--- src/rtl/serial_subtractor_if.sv ---
// Start/done handshake and operand/result bus for the bit-serial subtractor.
// The master side issues operations; the slave side is the subtractor itself.
interface serial_subtractor_if #(
  parameter int WIDTH = 8
);
  logic             start;
  logic [WIDTH-1:0] a;
  logic [WIDTH-1:0] b;
  logic             bin;
  logic             busy;
  logic             done;
  logic [WIDTH-1:0] diff;
  logic             bout;

  modport master (
    output start, a, b, bin,
    input  busy, done, diff, bout
  );

  modport slave (
    input  start, a, b, bin,
    output busy, done, diff, bout
  );
endinterface

--- src/rtl/serial_subtractor.sv ---
// Bit-serial subtractor: computes a - b - bin one bit per clock, LSB first,
// using a single full-subtractor cell and a borrow register. Operands are
// captured when a start is accepted (IDLE or DONE); the result and borrow-out
// are published together with a one-cycle done pulse and held until the next
// completion.
module serial_subtractor #(
  parameter int WIDTH = 8
) (
  input logic               clk,
  input logic               rst_n,
  serial_subtractor_if.slave bus
);

  localparam int CW = ($clog2(WIDTH + 1) < 1) ? 1 : $clog2(WIDTH + 1);
  localparam logic [CW-1:0] LAST = CW'(WIDTH - 1);

  typedef enum logic [1:0] {
    IDLE,
    RUN,
    DONE
  } state_t;

  state_t state, state_next;

  logic [WIDTH-1:0] op_a;
  logic [WIDTH-1:0] op_b;
  logic [WIDTH-1:0] res;
  logic [WIDTH-1:0] res_next;
  logic [WIDTH-1:0] diff_q;
  logic             br;
  logic             br_next;
  logic             bout_q;
  logic [CW-1:0]    cnt;
  logic             x, y, z, d;
  logic             accept;
  logic             last_bit;

  // Full-subtractor cell on the current LSBs; the new difference bit enters the result at the MSB
  always_comb begin
    x        = op_a[0];
    y        = op_b[0];
    z        = br;
    d        = x ^ y ^ z;
    br_next  = (~x & y) | (~x & z) | (y & z);
    res_next = res >> 1;
    res_next[WIDTH-1] = d;
  end

  assign accept   = bus.start && ((state == IDLE) || (state == DONE));
  assign last_bit = (cnt == LAST);

  // State register; reset wins over any pending start
  always_ff @(posedge clk) begin
    if (!rst_n) state <= IDLE;
    else        state <= state_next;
  end

  // Next-state and handshake outputs; a start in DONE restarts with no dead cycle
  always_comb begin
    state_next = state;
    bus.busy   = 1'b0;
    bus.done   = 1'b0;
    case (state)
      IDLE: begin
        if (accept) state_next = RUN;
      end
      RUN: begin
        bus.busy = 1'b1;
        if (last_bit) state_next = DONE;
      end
      DONE: begin
        bus.done = 1'b1;
        if (accept) state_next = RUN;
        else        state_next = IDLE;
      end
      default: state_next = IDLE;
    endcase
  end

  // Operand capture, serial shifting and result publication on the final bit
  always_ff @(posedge clk) begin
    if (!rst_n) begin
      op_a   <= '0;
      op_b   <= '0;
      res    <= '0;
      br     <= 1'b0;
      cnt    <= '0;
      diff_q <= '0;
      bout_q <= 1'b0;
    end else if (accept) begin
      op_a <= bus.a;
      op_b <= bus.b;
      br   <= bus.bin;
      cnt  <= '0;
    end else if (state == RUN) begin
      op_a <= op_a >> 1;
      op_b <= op_b >> 1;
      res  <= res_next;
      br   <= br_next;
      cnt  <= cnt + CW'(1);
      if (last_bit) begin
        diff_q <= res_next;
        bout_q <= br_next;
      end
    end
  end

  assign bus.diff = diff_q;
  assign bus.bout = bout_q;

endmodule

--- src/flat_wrapper.sv ---
// flat-port wrapper written by rule: the top's interface ports become plain ports
module serial_subtractor_flat 
#(
  parameter int WIDTH = 8
)
  (clk, rst_n, bus_start, bus_a, bus_b, bus_bin, bus_busy, bus_done, bus_diff, bus_bout);
  serial_subtractor_if #(.WIDTH(WIDTH)) bus_i ();
  input logic clk;
  input logic rst_n;
  input wire logic [$bits(bus_i.start)-1:0] bus_start;
  input wire logic [$bits(bus_i.a)-1:0] bus_a;
  input wire logic [$bits(bus_i.b)-1:0] bus_b;
  input wire logic [$bits(bus_i.bin)-1:0] bus_bin;
  output wire logic [$bits(bus_i.busy)-1:0] bus_busy;
  output wire logic [$bits(bus_i.done)-1:0] bus_done;
  output wire logic [$bits(bus_i.diff)-1:0] bus_diff;
  output wire logic [$bits(bus_i.bout)-1:0] bus_bout;
  assign bus_i.start = bus_start;
  assign bus_i.a = bus_a;
  assign bus_i.b = bus_b;
  assign bus_i.bin = bus_bin;
  assign bus_busy = bus_i.busy;
  assign bus_done = bus_i.done;
  assign bus_diff = bus_i.diff;
  assign bus_bout = bus_i.bout;
  serial_subtractor #(.WIDTH(WIDTH)) u_core (.clk(clk), .rst_n(rst_n), .bus(bus_i));
endmodule
--- config.mk ---
export PLATFORM = sky130hd
export DESIGN_NAME = serial_subtractor_flat
export DESIGN_NICKNAME = d
export VERILOG_FILES = /design/src/rtl/serial_subtractor_if.sv /design/src/rtl/serial_subtractor.sv /design/src/flat_wrapper.sv
export SDC_FILE = /design/constraint.sdc
export NUM_CORES = 1
export LEC_CHECK = 0
export BUFFER_PORTS_ARGS = -buffer_cell sky130_fd_sc_hd__buf_2
export CAP_MARGIN = 10
export CORE_MARGIN = 5
export CORE_UTILIZATION = 55
export CTS_CLUSTER_SIZE = 8
export DETAILED_ROUTE_END_ITERATION = 6
export GPL_TIMING_DRIVEN = 0
export PLACE_DENSITY_LB_ADDON = 0.08
export SLEW_MARGIN = 20
export SYNTH_ARGS = -nofsm -noshare
export SYNTH_HDL_FRONTEND = slang
export SYNTH_SLANG_ARGS = --single-unit
--- constraint.sdc ---
create_clock -name clk -period 2.95 [get_ports clk]
set_clock_uncertainty 0.15 [all_clocks]
set_input_delay 0 -clock clk [delete_from_list [all_inputs] [get_ports clk]]
set_output_delay 0 -clock clk [all_outputs]
set_load 0.02 [all_outputs]
After elaboration in Yosys (flattened, before gate mapping). Index checks and enable logic that the tools add are counted.

Flip-flop bits (word level): 40. Latch bits: 0. Memory bits (writable): 0. ROM bits: 0. Bits of input ports: 20. Output and inout bits: 11. Logic and storage cells: 44. Memories: 0.

Add/sub/neg operators: 1. Multiply operators: 0. Divide/modulo/power cells: 0. Magnitude comparators: 0. Equality and inequality tests: 5. Shifts and indexed selects: 0. Multiplexer cells: 12. Bitwise operators: 10. Reduce and logical (&&, ||, !) cells: 8.

Operators with widths (number): $mux W8 (4); $pmux W2 S3 (1); $mux W1 (5); $add A4 B1 Y4 const B (1); $eq A4 B3 Y1 const B (1); $mux W2 (2); $ne A2 B1 Y1 const B (2); $reduce_and A2 Y1 (2); $and A1 B1 Y1 (3); $not A1 Y1 (3); $reduce_and A3 Y1 (1); $eq A2 B1 Y1 const B (1); $eq A2 B2 Y1 const B (1); $logic_not A2 Y1 (1); $or A1 B1 Y1 (2); $reduce_bool A2 Y1 (1); $reduce_or A2 Y1 (1); $xor A1 B1 Y1 (2); $logic_and A1 B1 Y1 (1); $logic_or A1 B1 Y1 (1).

Longest topological paths before layout.
Word-level depth: 6. Gate-level depth with buffers: 5. Mapped depth without buffers: 4.

Worst setup path after synthesis. OpenSTA, ideal clock, no wires.

Kind: register to register. Start point: reg u_core.cnt[0]. End point: reg u_core.bout_q (netlist: u_core.bus.bout). Setup time: 0.072 ns. Arrival: 1.104 ns. Required time: 2.728 ns. Slack: 1.625 ns. Stages on the path, launching flop included: 5. Buffers on the path: 0. Clock period less this slack: 1.325 ns. Cells stage by stage: dfxtp_1 -> ha_1 -> nand3b_1 -> nor2_4 -> mux2i_1.

Word-level cells in the longest chain between the ends: 2.

Ends and longest elaborated chain: start: declaration (RTL line serial_subtractor.sv:33) `logic [CW-1:0] cnt;`; start signal: assignment (RTL line serial_subtractor.sv:100) `cnt <= cnt + CW'(1);`; $eq A4 B3 Y1 (RTL line serial_subtractor.sv:50) `assign last_bit = (cnt == LAST);`; $reduce_and A3 Y1 (no line); end signal: assignment (RTL line serial_subtractor.sv:103) `bout_q <= br_next;`; end: declaration (RTL line serial_subtractor.sv:32) `logic bout_q;`.

Every way passes these cells. A chain may end at the register's enable or synchronous reset.

Final worst setup path.
Start point: reg u_core.state[1]. End point: reg u_core.br.

Word-level cells in the longest chain between the ends: 4. Elaborated cells between the ends (all ways): 7. Those cells by class: eq/ne (2); mux (1); reduce/logical (4).

Ends and longest elaborated chain: start: declaration (RTL line serial_subtractor.sv:23) `state_t state, state_next;`; start signal: assignment (RTL line serial_subtractor.sv:55) `else state <= state_next;`; $eq A2 B2 Y1 or $logic_not A2 Y1 (tied branches) (RTL line serial_subtractor.sv:49) `assign accept = bus.start && ((state == IDLE) || (state == DONE));`; $logic_or A1 B1 Y1 (RTL line serial_subtractor.sv:49); $logic_and A1 B1 Y1 (RTL line serial_subtractor.sv:49); $mux W1 or $reduce_bool A2 Y1 (tied branches); end signal: assignment (RTL line serial_subtractor.sv:93) `br <= bus.bin;`; end signal: assignment (RTL line serial_subtractor.sv:99) `br <= br_next;`; end: declaration (RTL line serial_subtractor.sv:30) `logic br;`.

Parallel ways exist; a longest one is shown, timed or not.

==> results.yml <==
clocking:
  clock_sinks: 39
  cts_tree: "built"
  postCtsSetupRepairBufs: 0
  cts_max_path_buffers: 2
  cts_resized: 0
  cts_root_buf: "clkbuf_4"
  clock_latency_ns: 0.34
  clk_pin_slew_ns: 0.11
  cts_hold_buf: 23
  ctsHtreeMaxLevel: 2
  numCtsBuffers: 5
synth:
  synth_cells: 184
  dominantRegCellSynth: "dfxtp_1"
  syn_area_per_cell_um2: 8.72
  synth-edff-count: 0
  yosysSeqAreaShare_pct: 48.7
  syn-num-nets: 206
  syn_area_um2: 1600
  ys_warn_count: 0
  synth-seq-cells: 39
  async_reset_ff_share_pct: 0
  synth_cell_types: 31
routing:
  drt_wl_total_um: 3890
  drt-pass1-iter-count: 4
  routedWlPerCell_um: 14.1
  drcViolationCount: 0
  ant_nets: 0
  vias: 1499
  drtIter0Drc: 70
  avgViaCountPerCell: 5.45
layout:
  finalInstanceArea_um2: 2090
  drive_above_1_share_pct: 19.7
  fill_cells: 217
  areaGrowthSynthToFinish_pct: 30.1
  final_cell_mix: "nand2_1, dfxtp_1, buf_2, dlygate4sd3_1, a21boi_0"
  stdcell_count: 275
  diodes: 0
  fin_util_pct: 75.0
  final_common_cell: "nand2_1"
  finalNetCount: 265
grt:
  grt_pass1_wl_um: 6620
  first_global_vias: 1475
  antenna_found_initial: 0
  gr-total-overflow: 0
  grt_max_degree: 12
  grt_usage_pct: 20.4
floorplanning:
  dieArea_um2: 4100
  core.rowCount: 19
  fp.dieH_um: 64.0
  initial_utilization_pct: 57.7
  io-pin-count: 31
  die_width_um: 64.0
  core_um2: 2780
placed_design:
  port_buffers: 29
  gp_congestion: 0.773
  dpl.hpwl_um: 2490
  place_area_um2: 1790
  dp_slack_ns: 1.42
  dp_cells: 244
setup_path:
  path_delay_family: "buffers and inverters"
  crit_chain: "nand2b_1 > clkinv_1 > a22oi_1 > a21boi_0 > dlygate4sd3_1"
  crit_path_top_delay_cell: "dlygate4sd3_1"
  required_ns: 3.04
  crit_buf_inv: 2
  cp-end-kind: "flip-flop"
  ff2ff_path_depth: 5
  critPathKind: "reg2reg"
  cp_max_fo: 8
  startpoint_type: "flip-flop"
  arrival_ns: 2.05
  max_stage_delay_ns: 0.57
  cp.depth: 5
outcome:
  status: "completed"
sta:
  layout_min_cycle_time_ns: 1.96
  final_max_slew_viol_count: 0
  rsz0062_at_grt: "no"
  fin_ws_ns: 0.986
  slew_headroom_pct: 66.7
  fmax_mhz: 509
  tightest_slew_ns: 0.499
  setup_viol: 0
  setup_tns_ns: 0
  finalCritPeriodShare_pct: 66.6
  hold_viol: 0
  holdWs_ns: 0.0153
min_path:
  holdCritPathClass: "in2reg"
  min_path_cells: 5
power_and_ir_drop:
  leakage_nw: 0.829
  power_density_nw_per_um2: 492
  ir_drop_mv: 0.440
  finalPower_mw: 1.03
flow_run:
  drv_cap: 0
## where the power goes
part | leakage [nW] | total (mW) | internal (mW) | switching [mW]
registers | 0.318 | 0.567 | 0.552 | 0.0152
clock network | 0.0386 | 0.308 | 0.140 | 0.168
logic | 0.472 | 0.151 | 0.0714 | 0.0795
total | 0.829 | 1.03 | 0.763 | 0.263
## area by class of cell
cell class / count / area [um2] / area share (%)
Buffer: 14 / 73.8 / 3.54
Sequential cell: 39 / 781 / 37.4
Multi-Input combinational cell: 129 / 742 / 35.6
Clock buffer: 8 / 68.8 / 3.30
Tap cell: 31 / 38.8 / 1.86
Timing Repair Buffer: 52 / 375 / 18.0
Inverter: 2 / 7.51 / 0.360
## metal layers
layer,vias to the layer above,track usage (%),share of wire [%]
met5,-,0,0
met4,0,6.23,1.5
met3,9,7.53,7.0
met2,56,34.4,48
met1,690,23.9,43
li1,744,-,-
## state kept, by name, summed over array words and instances (netlist names)
name / count
u_core.state: 2
u_core.bus.bout: 1
u_core.bus.diff: 8
u_core.br: 1
u_core.cnt: 4
u_core.res: 7
u_core.op_b: 8
u_core.op_a: 8
## synthesized netlist by cell type (2+ instances only)
| cell | instances | area share, % |
|---|---|---|
| a21boi_0 | 10 | 4.7 |
| o221ai_1 | 5 | 2.7 |
| nor3_1 | 4 | 1.2 |
| a22oi_1 | 3 | 1.4 |
| a31oi_1 | 8 | 3.1 |
| dfxtp_1 | 39 | 49 |
| buf_2 | 8 | 2.5 |
| clkbuf_1 | 4 | 0.94 |
| a21oi_1 | 3 | 0.94 |
| nand2_1 | 51 | 12 |
| nand3b_1 | 2 | 0.94 |
| nor2_1 | 6 | 1.4 |
| nor2b_1 | 2 | 0.78 |
| mux2i_1 | 9 | 5.6 |
| o21ai_0 | 8 | 2.5 |
| nand2b_1 | 3 | 1.2 |
| nand3_1 | 5 | 1.6 |
## cells by family after synthesis
logic type | synth area share (%)
AND/OR/NAND/NOR | 21.0
AO/OA/AOI/OAI | 16.5
flip-flops | 48.7
buffers and inverters | 5.07
multiplexers | 5.62
XOR/XNOR | 1.09
adder cells (fa/ha/maj) | 2.03
## worst register-to-register path, stage by stage, from the launching register on
cell           delay (ns)
dfxtp_1              0.35
nand2b_1             0.15
clkinv_1             0.24
a22oi_1              0.28
a21boi_0             0.12
dlygate4sd3_1        0.57
## path summary, 6_finish.rpt
| kind | slack [ns] | to | startpoint |
|---|---|---|---|
| hold / removal | 0.02 | u_core.op_b[3] | bus_start |
| setup reg to reg | 0.99 | u_core.br | u_core.state[1] |
| setup / recovery | 0.99 | u_core.br | u_core.state[1] |
| hold reg to reg | 0.31 | u_core.bus.diff[2] | u_core.bus.diff[2] |
(Power assumes the default switching activity.)
